`config.mk`:
```
export PLATFORM = sky130hd
export DESIGN_NAME = line_buf_ctrl
export DESIGN_NICKNAME = d
export VERILOG_FILES = /design/src/rtl/line_buf_ctrl.sv
export SDC_FILE = /design/constraint.sdc
export NUM_CORES = 1
export LEC_CHECK = 0
export CAP_MARGIN = 0
export CORE_AREA = 2 2 69 71
export CTS_BUF_LIST = sky130_fd_sc_hd__clkbuf_16
export DETAILED_ROUTE_END_ITERATION = 8
export DIE_AREA = 0 0 71 73
export HOLD_SLACK_MARGIN = 0.05
export PLACE_DENSITY = 0.66
export RECOVER_POWER = 25
export REMOVE_ABC_BUFFERS = 1
export SKIP_LAST_GASP = 1
export SLEW_MARGIN = 20
export SYNTH_ARGS = -nofsm -noshare
export SYNTH_HDL_FRONTEND = slang
export SYNTH_SLANG_ARGS = --single-unit
```
`constraint.sdc`:
```
create_clock -name clk -period 2.4 [get_ports clk]
set_input_delay 0.48 -clock clk [delete_from_list [all_inputs] [get_ports clk]]
set_output_delay 0.48 -clock clk [all_outputs]
set_load 0.1 [all_outputs]
```
`src/rtl/line_buf_ctrl.sv`:
```
// Line-buffer sequencer for the 3x3 window stage: accepts the raster stream, drives the shared
// shift enable and flags complete windows. Define LINE_BUF_CTRL_STATS_EN to add the drop_cnt output.
module line_buf_ctrl #(
  parameter int IMG_WIDTH  = 320,
  parameter int IMG_HEIGHT = 240,
  parameter int COL_W      = $clog2(IMG_WIDTH),
  parameter int ROW_W      = $clog2(IMG_HEIGHT)
) (
  input  logic             clk,
  input  logic             reset_n,
  input  logic             pix_in_valid,
  input  logic             pix_in_sof,
  output logic             pix_in_ready,
  output logic             lb_shift,
  output logic             win_valid,
  input  logic             win_ready,
  output logic [COL_W-1:0] win_col,
  output logic [ROW_W-1:0] win_row,
  output logic             frame_done
`ifdef LINE_BUF_CTRL_STATS_EN
  ,
  output logic [15:0]      drop_cnt
`endif
);

  typedef enum logic [1:0] {
    IDLE,
    FILL,
    STREAM,
    DONE
  } state_e;

  localparam logic [COL_W-1:0] LAST_COL      = COL_W'(IMG_WIDTH - 1);
  localparam logic [ROW_W-1:0] LAST_ROW      = ROW_W'(IMG_HEIGHT - 1);
  localparam logic [ROW_W-1:0] LAST_FILL_ROW = ROW_W'(1);
  localparam logic [COL_W-1:0] MIN_WIN_COL   = COL_W'(2);

  state_e           state_q;
  logic [COL_W-1:0] col_q, col_d;
  logic [ROW_W-1:0] row_q, row_d;
  logic             win_valid_q;
  logic [COL_W-1:0] win_col_q;
  logic [ROW_W-1:0] win_row_q;
  logic             frame_done_q;

  logic in_frame;
  logic acc;
  logic shift;
  logic qualify;
  logic at_last_col;

  assign in_frame     = (state_q == FILL) || (state_q == STREAM);
  assign pix_in_ready = !win_valid_q || win_ready;
  assign acc          = pix_in_valid && pix_in_ready;
  // Shift is combinational so the buffers move in the accept cycle; reset_n gates it so nothing
  // shifts while reset is held, even with a sof pixel presented.
  assign shift        = reset_n && acc && (in_frame || pix_in_sof);
  assign lb_shift     = shift;
  assign at_last_col  = (col_q == LAST_COL);
  // Rows 0-1 only occur in FILL, so STREAM already implies row >= 2.
  assign qualify      = acc && (state_q == STREAM) && !pix_in_sof && (col_q >= MIN_WIN_COL);

  assign win_valid  = win_valid_q;
  assign win_col    = win_col_q;
  assign win_row    = win_row_q;
  assign frame_done = frame_done_q;

  // Raster advance: wrap at the configured width rather than at the counter's natural modulus.
  always_comb begin
    col_d = col_q + COL_W'(1);
    row_d = row_q;
    if (at_last_col) begin
      col_d = '0;
      row_d = row_q + ROW_W'(1);
    end
  end

  // NOTE: every register here uses <= so all next-state terms read pre-edge values.
  always_ff @(posedge clk or negedge reset_n) begin
    if (!reset_n) begin
      state_q      <= IDLE;
      col_q        <= '0;
      row_q        <= '0;
      win_valid_q  <= 1'b0;
      win_col_q    <= '0;
      win_row_q    <= '0;
      frame_done_q <= 1'b0;
    end else begin
      frame_done_q <= 1'b0;

      if (qualify) begin
        win_valid_q <= 1'b1;
        win_col_q   <= col_q;
        win_row_q   <= row_q;
      end else if (win_ready) begin
        win_valid_q <= 1'b0;
      end

      if (acc && pix_in_sof) begin
        // A sof pixel is always (0,0): starts a frame from IDLE/DONE, aborts one in progress.
        state_q <= FILL;
        col_q   <= COL_W'(1);
        row_q   <= '0;
      end else begin
        unique case (state_q)
          IDLE, DONE: begin
            state_q <= IDLE;
          end
          FILL: begin
            if (acc) begin
              col_q <= col_d;
              row_q <= row_d;
              if (at_last_col && (row_q == LAST_FILL_ROW)) begin
                state_q <= STREAM;
              end
            end
          end
          STREAM: begin
            if (acc) begin
              if (at_last_col && (row_q == LAST_ROW)) begin
                state_q      <= DONE;
                frame_done_q <= 1'b1;
                col_q        <= '0;
                row_q        <= '0;
              end else begin
                col_q <= col_d;
                row_q <= row_d;
              end
            end
          end
          default: state_q <= IDLE;
        endcase
      end
    end
  end

`ifdef LINE_BUF_CTRL_STATS_EN
  logic [15:0] drop_cnt_q;

  always_ff @(posedge clk or negedge reset_n) begin
    if (!reset_n) begin
      drop_cnt_q <= '0;
    end else if (acc && !shift && (drop_cnt_q != 16'hFFFF)) begin
      drop_cnt_q <= drop_cnt_q + 16'd1;
    end
  end

  assign drop_cnt = drop_cnt_q;
`endif

endmodule
```
==> summary.txt, run 1 <==
Run status
  – Status: finished clean

Timing
  – Worst-Margin Slew: 0.922 ns
  – Final Hold Fails: 0
  – Final-report max-slew violation count: 0
  – Minimum clock period: 2.24 ns
  – Final setup viols: 0
  – Clk_skew: 0.00443 ns
  – Slew headroom: 38.5%
  – FMAX: 447 MHz
  – Unrepaired setup endpoints after global routing: false
  – Final Hold Slack: 0.487 ns
  – Period utilization: 93.3%

Place
  – Number of I/O port buffers: 25
  – DP Cell Count: 263
  – HPWL Detailed: 2.77 mm
  – Gpl congestion: 0.816

Logic synthesis
  – Post-synthesis compound-gate area fraction: 12.0%
  – Synthesized area: 1930 um^2
  – Dominant cell type by area after synthesis: dfrtp_1
  – Avg Cell Area, Syn: 10.6 um^2
  – Number of synthesized flops with an enable pin: 0
  – Synth Area in XOR/XNOR: 1.36%
  – Post-synth cell types: 44
  – Yosys warning total: 0
  – Sequential-to-total area share from yosys stat: 49.2%
  – Synth async-reset ratio: 100%
  – Largest family of logic cells by synthesized area: simple AND/OR/NAND/NOR gates
  – Mux share of post-synthesis cell area: 9.26%
  – Synth Area in Simple Gates: 20.1%
  – Synth Instances: 182
  – Register bit total from synthesis: 38
  – Primary FF master, synth: dfrtp_1
  – Post-Synth Adder-Cell Area: 3.89%
  – Synth top area cells: dfrtp_1 49%, mux2_2 8.7%, ha_1 3.9%
  – Yosys top cell area share: 49.2%

Drt
  – Routed length per instance: 14.6 um
  – DR pass1 iterations: 4
  – Initial DRC count: 83
  – DRC: 0
  – Via density: 5.60
  – DRT Wirelength: 3.95 mm
  – Routed via count: 1518
  – Post-DRT Antenna Nets: 0

Layout
  – Antenna diodes: 0
  – Most common cell after layout, fill and taps aside: dfrtp_1
  – Layout cell share with drive strength beyond 1: 27.2%
  – Multi-input logic area: 902 um^2
  – Area taken by flip-flops and latches: 951 um^2
  – Most frequent cells in the layout: 38 x dfrtp_1, 28 x buf_4, 15 x mux2_2
  – Final Instance Count excl. Fillers: 271
  – # nets final: 227
  – Fillers: 424
  – Area Overhead vs Synth: 22.7%

Min path
  – Number of cells on the worst hold path: 2
  – Hold wc startpoint: win_row[1]
  – Hold path endpoint: win_row[1]
  – Hold Path Class: flip-flop to flip-flop

Setup path
  – R2R Path Start: col_q[0]
  – Worst R2R Path Depth: 5
  – R2R setup slack: 0.38 ns
  – Crit end category: primary output
  – Worst EP arrival: 1.76 ns
  – Critical path fanouts, max: 9
  – WS Path Type: flip-flop to primary output
  – Crit start category: flip-flop
  – Reg2reg end: win_row[2]
  – Critical path required time: 1.92 ns

CTS
  – Root Driver: clkbuf_16
  – Post-CTS Setup Inserts: 0
  – Sink Count: 38
  – Post-CTS Hold Fix Bufs: 0
  – Max H-tree Level: 2
  – CTS buffer count: 5
  – Clk Latency, worst-skew pair: 0.28 ns
  – Clock Pin Slew Worst Setup and Hold Paths: 0.06 ns
  – Post-CTS sizing: 0
  – Clk buf depth: 2
  – CTS tree: done

Power and ir drop
  – Static Leak: 1.10 nW
  – Pwr dens: 945 nW/um^2
  – Peak VDD IR: 0.000472 V

Global routing
  – Vias in the first global route: 1535
  – Gr ovfl total: 0
  – Initial antenna violation count: 0
  – First-pass GRT wire length: 6.98 mm
  – Largest net degree at the start of global routing: 39
  – GRT Util Overall: 17.3%

Floorplanning
  – Num ports: 26
  – Die boundary height: 73 um
  – Cell Rows: 25
  – Placeable Area: 4540 um^2
  – Initial Util: 42.6%
  – Die width: 71 um
  – Die area: 5180 um^2

Run
  – Max cap viols: 0
## routing by layer
metal  routed length (um)  GRT usage (%)  up-vias  share of wire (%)
met5                    0              0        -                  0
met4                   81           8.39        0                2.1
met3                  115           4.01        8                2.9
met1                 1800           21.1      748                 46
met2                 1950           29.2       26                 49
li1                     -              -      736                  -
## flip-flops by register name, summed over array words and instances (netlist names)
| register | count |
|---|---|
| state_q | 2 |
| win_col | 9 |
| win_valid | 1 |
| frame_done | 1 |
| col_q | 9 |
| win_row | 8 |
| row_q | 8 |
## cells by family after synthesis
kind of cell | Yosys count
flops | 38
buf+inv | 14
mux | 16
compound gates | 38
fa+ha+maj | 6
xor+xnor | 3
simple gates | 67
## through the flow
stage	worst slack [ns]	instance area (um^2)	utilization, %	total power (W)	setup TNS, ns
finish	0.160	2370	52.2	0.00224	0
floorplan	-0.764	1880	-	0.00143	-21.64
CTS	0.140	2370	52.3	0.00226	0
detailed placement	0.114	2240	49.3	0.00164	0
global placement	0.141	2240	49.3	0.00162	0
global route	0.0621	2370	52.2	0.00237	0
## worst max-delay path by stage
| stage | endpoint | cells past startpoint | from |
|---|---|---|---|
| after global placement | row_q[1] | 6 | win_ready |
| after detailed placement | row_q[1] | 6 | win_ready |
| after floorplan | lb_shift | 2 | win_valid |
| final | lb_shift | 5 | state_q[0] |
| after global routing | lb_shift | 5 | state_q[0] |
| after CTS | lb_shift | 5 | state_q[0] |
## synth_stat cells (4+ instances only)
cell type	n
a21oi_1	12
dfrtp_1	38
ha_1	6
inv_1	6
mux2_2	15
nand2_1	12
nand3_1	7
nor2_1	11
nor3_1	5
nor4_1	4
o21ai_0	14
or3_1	6
## worst max-delay path, cell delays in order (launching register included)
cell and delay, ns:
dfrtp_1 0.37, inv_1 0.06, ha_1 0.46, inv_1 0.13
o2111a_1 0.29, buf_12 0.17
## layout make-up
cell class	instances	share of cell area, %
clock inverter	3	0.528
clock buffer	5	5.28
multi-input combinational	130	38.1
tap	54	2.85
sequential	38	40.1
timing repair buffer	35	12.2
inverter	6	0.950
## power by group
part	switching [W]	internal, W
Combinational	0.000615	0.000239
Clock	0.000239	0.000375
Sequential	0.0000536	0.000718
(Power assumes the default switching activity.)
==> run 2: changes to the inputs <==
CTS_BUF_LIST = sky130_fd_sc_hd__clkbuf_8   (was sky130_fd_sc_hd__clkbuf_16)
DONT_BUFFER_PORTS = 1   (was unset)
PLACE_DENSITY = unset   (was 0.66)
==> run 2 against run 1 <==
  * Register-to-register slack got worse by 0.19 ns
  * Via count fell by 4.9%
  * Clock power fell by 27%
  * Non-clock buffer count fell by 25
  * Wire length rose by 5.1%
  * First-iteration DRC count rose by 11%
  * Critical endpoint unchanged
  * Total power fell by 10%
  * Largest cell class unchanged
  * Utilization fell by 5.5 points
==> summary.txt, run 2 (synthesized netlist as in run 1, its figures left out) <==
Drt
  – DR pass1 iterations: 4
  – DRC: 0
  – DRT Wirelength: 4.15 mm
  – Via density: 5.87
  – Routed length per instance: 16.9 um
  – Routed via count: 1443
  – Post-DRT Antenna Nets: 0
  – Initial DRC count: 92

Power and ir drop
  – NetSw: 0.000885 W
  – Pwr dens: 950 nW/um^2
  – Comb power frac: 29.2%
  – Peak VDD IR: 0.000491 V
  – Pint: 0.00113 W
  – Clock share of power: 22.2%
  – Register share of total power: 48.6%
  – Sw Share: 43.9%
  – Static Leak: 0.945 nW

Layout
  – Layout cell share with drive strength beyond 1: 19.8%
  – # nets final: 202
  – Antenna diodes: 0
  – Fillers: 428
  – Most frequent cells in the layout: 38 x dfrtp_1, 15 x mux2_2, 14 x o21ai_0
  – Most common cell after layout, fill and taps aside: dfrtp_1
  – Area Overhead vs Synth: 9.84%
  – Post-Layout Inst Area: 2120 um^2

Floorplanning
  – Cell Rows: 25
  – Placeable Area: 4540 um^2
  – Initial Util: 42.6%
  – Die width: 71 um
  – Num ports: 26
  – Die area: 5180 um^2
  – Die boundary height: 73 um

Setup path
  – WS Path Type: flip-flop to primary output
  – Critical path fanouts, max: 9
  – Critical-path cell list: inv_1 > ha_1 > inv_1 > o2111a_1 > buf_12
  – Critical path required time: 1.92 ns
  – CP bufs+invs: 3
  – Slowest cell on the critical path: ha_1
  – CP startpoint: state_q[0]
  – Delay-heaviest family, CP: adder cells
  – Crit start category: flip-flop
  – Crit end category: primary output
  – R2R Path Start: row_q[0]
  – Most Frequent Cell on Critical Path: inv_1
  – Worst EP arrival: 1.77 ns
  – CP max stage delay: 0.46 ns

CTS
  – Clk buf depth: 2
  – Sink Count: 38
  – Root Driver: clkbuf_8
  – CTS buffer count: 5
  – Clk Latency, worst-skew pair: 0.29 ns
  – Clock Pin Slew Worst Setup and Hold Paths: 0.08 ns
  – Max H-tree Level: 2
  – CTS tree: done
  – Post-CTS sizing: 0

Timing
  – Final Hold Slack: 0.399 ns
  – Final-report max-slew violation count: 0
  – Final Hold Fails: 0
  – Worst-Margin Slew: 0.932 ns
  – Final setup viols: 0
  – Clk_skew: 0.0101 ns
  – Unrepaired setup endpoints after global routing: false
  – FMAX: 444 MHz
  – Slew headroom: 37.8%
  – Fin worst setup slack: 0.146 ns
  – Final TNS setup: 0 ns
  – Period utilization: 93.9%
  – Minimum clock period: 2.25 ns

Global routing
  – First-pass GRT wire length: 7.00 mm
  – Largest net degree at the start of global routing: 39
  – Gr ovfl total: 0
  – GRT Util Overall: 17.5%
  – Vias in the first global route: 1450
  – Initial antenna violation count: 0

Place
  – DP Area: 2020 um^2
  – Number of I/O port buffers: 0
  – Gpl congestion: 0.830
  – HPWL Detailed: 2.79 mm
  – Pre-CTS setup slack: 0.290 ns

Min path
  – Hold Path Class: primary input to flip-flop
  – Hold wc startpoint: pix_in_valid

Run
  – Max cap viols: 0

Run status
  – Status: finished clean
run 2: final timing paths:
kind / endpoint / slack, ns / depth (start not counted)
worst min register to register: win_col[0] / 0.52 / 2
max in group asynchronous: win_row[3] / 0.92 / 2
worst max-delay path: lb_shift / 0.15 / 5
worst max register to register: row_q[5] / 0.19 / 5
worst min-delay path: frame_done / 0.40 / 2
min in group asynchronous: win_col[8] / 0.89 / 2
run 2: through the flow:
stage,power (W),util [%],std cells
floorplan,0.00143,-,174
finish,0.00202,46.8,246
CTS,0.00204,47.1,246
global placement,0.00154,44.4,236
global route,0.00212,46.8,246
detailed placement,0.00157,44.4,236
run 2: routing by layer:
layer | GRT usage, % | wire [um] | vias to the layer above
met2 | 28.1 | 2060 | 35
li1 | - | - | 684
met5 | 0 | 0 | -
met1 | 22.2 | 1820 | 713
met4 | 8.81 | 102 | 0
met3 | 4.01 | 171 | 11
run 2: cell type report:
class	instances	area, um^2	share of cell area (%)
sequential	38	951	44.8
inverter	6	22.5	1.06
clock buffer	6	82.6	3.89
timing repair buffer	10	87.6	4.13
clock inverter	2	8.76	0.413
multi-input combinational	130	902	42.5
tap	54	67.6	3.18
run 2: what timing repair did:
item	in CTS	in global routing
buffers inserted	0	0
hold buffers	2	0
endpoints found under the hold margin	38	0
run 2: power by group through the flow:
| stage | Clock, W | Sequential, W | Combinational, W |
|---|---|---|---|
| 6_report | 0.000447 | 0.000980 | 0.000590 |
| 5_1_grt | 0.000483 | 0.000988 | 0.000645 |
| 4_1_cts | 0.000460 | 0.000981 | 0.000596 |
| 3_5_place_dp | 0 | 0.000995 | 0.000576 |
| 3_3_place_gp | 0 | 0.000988 | 0.000552 |
| 2_1_floorplan | 0 | 0.00109 | 0.000345 |
run 2: worst register-to-register path: cells and delay by family (launching register included):
kind	cells	cell delay [ns]
DFF	1	0.43
adders and majority gates	1	0.23
AOI/OAI and AO/OA	2	0.51
and+or+nand+nor	2	0.94
==> run 3: changes to the inputs <==
CTS_CLUSTER_DIAMETER = 80   (was unset)
==> results of run 3 <==
No change in the layout: final DEF, timing and power equal those of run 2.
